===== src/rtl/arb_pkg.sv =====
// Shared encodings for the unified memory arbiter: FSM states and grant owner.
package arb_pkg;

    typedef enum logic [1:0] {
        StIdle  = 2'd0,
        StIssue = 2'd1,
        StWait  = 2'd2,
        StDone  = 2'd3
    } arb_state_e;

    typedef enum logic {
        GntIf = 1'b0,
        GntDm = 1'b1
    } arb_gnt_e;

endpackage


===== src/rtl/arb_wait_counter.sv =====
// Memory-latency down-counter: loaded at ISSUE, flags the final WAIT cycle.
module arb_wait_counter #(
    parameter int unsigned CNT_W = 1
) (
    input  logic             clk,
    input  logic             rst,
    input  logic             load,
    input  logic [CNT_W-1:0] load_val,
    output logic             done
);

    logic [CNT_W-1:0] cnt_q, cnt_d;

    // Parks at zero once expired so it never wraps between transactions.
    always_comb begin
        cnt_d = cnt_q;
        if (load) begin
            cnt_d = load_val;
        end else if (cnt_q != '0) begin
            cnt_d = cnt_q - CNT_W'(1);
        end
    end

    always_ff @(posedge clk or negedge rst) begin
        if (!rst) begin
            cnt_q <= '0;
        end else begin
            cnt_q <= cnt_d;
        end
    end

    assign done = (cnt_q == CNT_W'(1));

endmodule


===== src/rtl/unified_mem_arbiter.sv =====
// Arbitrates IF and MEM stage access to one single-port memory and drives the pipeline stall.
// Optional ARB_PERF_CNT_EN adds saturating stall_cycles and conflicts counters.
module unified_mem_arbiter
    import arb_pkg::*;
#(
    parameter int unsigned ADDR_W  = 6,
    parameter int unsigned DATA_W  = 32,
    parameter int unsigned MEM_LAT = 1
) (
    input  logic              clk,
    input  logic              rst,
    input  logic              if_req,
    input  logic [ADDR_W-1:0] if_addr,
    output logic [DATA_W-1:0] if_rdata,
    output logic              if_valid,
    input  logic              dm_req,
    input  logic              dm_we,
    input  logic [ADDR_W-1:0] dm_addr,
    input  logic [DATA_W-1:0] dm_wdata,
    output logic [DATA_W-1:0] dm_rdata,
    output logic              dm_valid,
    output logic              mem_en,
    output logic              mem_we,
    output logic [ADDR_W-1:0] mem_addr,
    output logic [DATA_W-1:0] mem_wdata,
    input  logic [DATA_W-1:0] mem_rdata,
    output logic              stall
`ifdef ARB_PERF_CNT_EN
    ,
    output logic [31:0]       stall_cycles,
    output logic [31:0]       conflicts
`endif
);

    localparam int unsigned CntW = $clog2(MEM_LAT + 1);

    arb_state_e state_q, state_d;
    arb_gnt_e   gnt_q, gnt_d;
    arb_gnt_e   last_q, last_d;
    logic       grant, both_req, cnt_load, cnt_done, capture, store_q;

    assign both_req = if_req & dm_req;

    always_comb begin
        state_d  = state_q;
        gnt_d    = gnt_q;
        last_d   = last_q;
        grant    = 1'b0;
        cnt_load = 1'b0;
        capture  = 1'b0;
        case (state_q)
            StIdle: begin
                if (if_req || dm_req) begin
                    grant   = 1'b1;
                    state_d = StIssue;
                    // On conflict DM wins unless it won last time, so fetch never starves.
                    if (both_req) begin
                        gnt_d = (last_q == GntDm) ? GntIf : GntDm;
                    end else begin
                        gnt_d = dm_req ? GntDm : GntIf;
                    end
                    last_d = gnt_d;
                end
            end
            StIssue: begin
                cnt_load = 1'b1;
                state_d  = StWait;
            end
            StWait: begin
                if (cnt_done) begin
                    capture = 1'b1;
                    state_d = StDone;
                end
            end
            StDone: begin
                state_d = StIdle;
            end
            default: begin
                state_d = StIdle;
            end
        endcase
    end

    always_ff @(posedge clk or negedge rst) begin
        if (!rst) begin
            state_q <= StIdle;
            gnt_q   <= GntIf;
            last_q  <= GntIf;
        end else begin
            state_q <= state_d;
            gnt_q   <= gnt_d;
            last_q  <= last_d;
        end
    end

    always_ff @(posedge clk or negedge rst) begin
        if (!rst) begin
            mem_en    <= 1'b0;
            mem_we    <= 1'b0;
            mem_addr  <= '0;
            mem_wdata <= '0;
            store_q   <= 1'b0;
            if_valid  <= 1'b0;
            dm_valid  <= 1'b0;
            if_rdata  <= '0;
            dm_rdata  <= '0;
        end else begin
            mem_en   <= grant;
            mem_we   <= grant && (gnt_d == GntDm) && dm_we;
            if_valid <= capture && (gnt_q == GntIf);
            dm_valid <= capture && (gnt_q == GntDm);
            if (grant) begin
                mem_addr <= (gnt_d == GntDm) ? dm_addr : if_addr;
                store_q  <= (gnt_d == GntDm) && dm_we;
                if (gnt_d == GntDm) begin
                    mem_wdata <= dm_wdata;
                end
            end
            if (capture && (gnt_q == GntIf)) begin
                if_rdata <= mem_rdata;
            end
            if (capture && (gnt_q == GntDm) && !store_q) begin
                dm_rdata <= mem_rdata;
            end
        end
    end

    arb_wait_counter #(
        .CNT_W (CntW)
    ) u_wait_counter (
        .clk      (clk),
        .rst      (rst),
        .load     (cnt_load),
        .load_val (CntW'(MEM_LAT)),
        .done     (cnt_done)
    );

    // Forced low during reset so every output is quiet while rst is held.
    assign stall = rst & ((if_req & ~if_valid) | (dm_req & ~dm_valid));

`ifdef ARB_PERF_CNT_EN
    always_ff @(posedge clk or negedge rst) begin
        if (!rst) begin
            stall_cycles <= '0;
            conflicts    <= '0;
        end else begin
            if (stall && (stall_cycles != 32'hFFFF_FFFF)) begin
                stall_cycles <= stall_cycles + 32'd1;
            end
            if (grant && both_req && (conflicts != 32'hFFFF_FFFF)) begin
                conflicts <= conflicts + 32'd1;
            end
        end
    end
`endif

endmodule


===== config.mk =====
export PLATFORM = sky130hd
export DESIGN_NAME = unified_mem_arbiter
export DESIGN_NICKNAME = d
export VERILOG_FILES = /design/src/rtl/arb_pkg.sv /design/src/rtl/arb_wait_counter.sv /design/src/rtl/unified_mem_arbiter.sv
export SDC_FILE = /design/constraint.sdc
export NUM_CORES = 1
export LEC_CHECK = 0
export BUFFER_PORTS_ARGS = -buffer_cell sky130_fd_sc_hd__buf_4
export CORE_MARGIN = 5
export CORE_UTILIZATION = 48
export CTS_CLUSTER_DIAMETER = 120
export DETAILED_ROUTE_END_ITERATION = 10
export PLACE_DENSITY_LB_ADDON = 0.08
export SYNTH_ARGS = -nofsm -noshare
export SYNTH_HDL_FRONTEND = slang
export SYNTH_SLANG_ARGS = --single-unit

===== constraint.sdc =====
create_clock -name clk -period 1.8 [get_ports clk]
set_input_delay 0.45 -clock clk [delete_from_list [all_inputs] [get_ports clk]]
set_output_delay 0.45 -clock clk [all_outputs]
set_load 0.01 [all_outputs]

==> flow_summary.json <==
{
  "outcome": "complete, no violations",
  "io_pins": 188,
  "synth_edf_count": 0,
  "min_period_over_period_pct": 93.8,
  "ff2ff_setup_slack_ns": 0.11,
  "worst_pin_slew_ns": 0.594,
  "syn-num-nets": 357,
  "grt_pass1_vias": 3070,
  "ir_worst_vdd_uv": 781,
  "slew_violations": 0,
  "cts_tree": "done",
  "critPathBufInv": 2,
  "powerDensity_nw_per_um2": 1780,
  "r2r-end": "mem_wdata[29]$_DFFE_PN0P_",
  "placed_cells": 566,
  "regToRegStartpoint": "state_q[0]$_DFFE_PN0P_",
  "cts.sinks": 112,
  "nFillCells": 668,
  "num_vias": 2963,
  "wire_per_inst_um": 17.8,
  "yosysTopAreaCell": "dfrtp_1",
  "fmax_mhz": 592,
  "critPathCaptureType": "register",
  "syn-instance-count": 273,
  "routabilityCongestion": 0.796,
  "synth_cell_types": 24,
  "clkSlewWorstSetupHoldPaths_ns": 0.10,
  "syn-cell-area_um2": 4450,
  "min_period_ns": 1.69,
  "final_cells": 583,
  "cp.depth": 6,
  "grt_max_degree": 113,
  "setup_viol": 0,
  "required_ns": 2.05,
  "cts_buffers": 9,
  "rsz0062_at_grt": "true",
  "antenna_found_initial": 0,
  "startpoint_type": "register",
  "die_y_um": 106,
  "yosysSeqAreaShare_pct": 62.9,
  "syn2layout_area_growth_pct": 40.3,
  "r2r_cells": 6,
  "drtPass1Iterations": 4,
  "core_area_um2": 9150,
  "leakagePower_nw": 3.11,
  "yosys.area.top_type_share_pct": 62.9,
  "ys.flop_type": "dfrtp_1",
  "crit_fanout": 15,
  "remaining_drc_errors": 0,
  "vias_per_cell": 5.08,
  "worst_clock_skew_ns": 0.0129,
  "htree_levels": 3,
  "final_antenna_net_count": 0,
  "drt-total-wl_um": 10400,
  "dp_hpwl_um": 7710,
  "async_flop_share_pct": 100,
  "die_area_um2": 11300,
  "critical_path_class": "register to register",
  "drive_gt1_share_pct": 65.9,
  "synth_common_cells": "dfrtp_1 (112), mux2_2 (64), mux2_4 (30)",
  "switching_share_pct": 31.8,
  "max_stage_delay_ns": 0.41,
  "ys_seq_elements": 112,
  "grt_overflow": 0,
  "numPortBuffers": 187,
  "yosys_warnings": 0,
  "chipWidth_um": 106,
  "crit_slowest_cell": "dfrtp_1",
  "hold_viol_final": 0,
  "p_int_mw": 7.59,
  "worstSkewPairLatency_ns": 0.36,
  "row_count": 35,
  "clkPwrFrac_pct": 14.8,
  "post_cts_buffers": 0,
  "syn_avg_cell_area_um2": 16.3,
  "synthMostInstantiatedCell": "dfrtp_1",
  "comb_power_share_pct": 44.8,
  "initial_core_util_pct": 48.7,
  "p_seq_share_pct": 40.4,
  "synthTopCellsByArea": "dfrtp_1 (63%), mux2_2 (16%), mux2_4 (10%)",
  "hold_class": "input pin to async pin",
  "path_delay_family": "flip-flops",
  "worstPathArrival_ns": 1.93,
  "power.total_mw": 11.1,
  "cts_buffer_depth": 2,
  "maxCapViolations": 0,
  "p_sw_mw": 3.54,
  "track_usage_pct": 17.9,
  "cts_root_buf": "clkbuf_8",
  "initialDrtViolationCount": 73,
  "diodes": 0,
  "grt_pass1_wl_um": 15800,
  "cp_cell_sequence": "inv_1, ha_1, nand2_2, nor2_8, clkbuf_16, mux2_2",
  "relSlewSlack_pct": 60.4,
  "final_nets": 551
}
[cell usage in the layout, fill, tap and decap left out, drive strengths merged, types with 2 or more instances in the layout]
master   count
dfrtp      112
o2111ai      6
clkinv       2
inv         11
ha           3
o22ai        2
and2         3
mux2        97
nor2         7
buf        196
a31oi        6
bufinv       2
o21ai        7
clkbuf      10
[logic make-up (layout without fill, tap and decap cells)]
kind of cell,Yosys count,count (layout),synth area share (%)
flip-flops,112,112,62.9
multiplexers,97,97,27.1
AO/OA/AOI/OAI,25,25,3.85
buffers and inverters,22,221,3.34
AND/OR/NAND/NOR,14,14,1.97
adder cells (fa/ha/maj),3,3,0.843
[power groups by stage]
| stage | clock [mW] | sequential [mW] | combinational, mW |
|---|---|---|---|
| 6_report | 1.64 | 4.50 | 4.99 |
| 3_5_place_dp | 0 | 4.55 | 5.03 |
| 4_1_cts | 1.70 | 4.51 | 5.03 |
| 3_3_place_gp | 0 | 4.50 | 4.91 |
| 5_1_grt | 1.82 | 4.66 | 5.33 |
| 2_1_floorplan | 0 | 5.00 | 1.97 |
[metal layers]
layer / wire length (um) / share of wire [%] / global-route usage [%] / vias to the layer above
li1: - / - / - / 1361
met1: 4250 / 41 / 22.8 / 1472
met2: 5120 / 49 / 28.7 / 114
met3: 760 / 7.3 / 6.13 / 16
met4: 250 / 2.4 / 6.11 / 0
met5: 0 / 0 / 0 / -
[metrics by stage]
| stage | setup TNS (ns) | hold slack, ns | area, um^2 | worst slack [ns] | util, % |
|---|---|---|---|---|---|
| 6_report | 0 | 0.194 | 6250 | 0.112 | 68.2 |
| 5_1_grt | -0.00975 | 0.247 | 6250 | -0.00350 | 68.2 |
| 4_1_cts | 0 | 0.238 | 6220 | 0.0794 | 68.0 |
| 3_5_place_dp | 0 | 0.482 | 6000 | 0.128 | 65.5 |
| 3_3_place_gp | 0 | 0.470 | 6000 | 0.141 | 65.5 |
| 2_1_floorplan | 0 | 0.154 | 4450 | 0.171 | - |
[how the worst max path moves through the flow]
stage | from | slack (ns) | end
2_1_floorplan | state_q[0]$_DFFE_PN0P_ | 0.17 | mem_wdata[14]$_DFFE_PN0P_
3_3_place_gp | state_q[0]$_DFFE_PN0P_ | 0.14 | mem_addr[5]$_DFFE_PN0P_
3_5_place_dp | state_q[0]$_DFFE_PN0P_ | 0.13 | mem_wdata[13]$_DFFE_PN0P_
4_1_cts | state_q[0]$_DFFE_PN0P_ | 0.08 | mem_wdata[13]$_DFFE_PN0P_
5_1_grt | state_q[0]$_DFFE_PN0P_ | -0.003 | mem_wdata[29]$_DFFE_PN0P_
6_report | state_q[0]$_DFFE_PN0P_ | 0.11 | mem_wdata[29]$_DFFE_PN0P_
[area by class of cell]
type                            instances  area, um^2  share of cell area (%)
Inverter                                8        30.0                   0.481
Tap cell                              111         139                    2.22
Multi-Input combinational cell        139        1500                    24.1
Clock buffer                            9         124                    1.98
Clock inverter                          7         100                    1.60
Sequential cell                       112        2800                    44.9
Timing Repair Buffer                  197        1550                    24.8
[registers in the layout (all words and copies together) (netlist names)]
register,count
dm_rdata,32
dm_valid,1
if_rdata,32
if_valid,1
gnt_q,1
mem_we,1
last_q,1
store_q,1
mem_addr,6
state_q,2
mem_wdata,32
mem_en,1
u_wait_counter.done,1
[repair_timing]
item                       4_1_cts  5_1_grt
gates resized for setup          0        1
setup endpoints to repair        0       18
hold buffers                     0        0
Power figures use the tool's default switching activity.
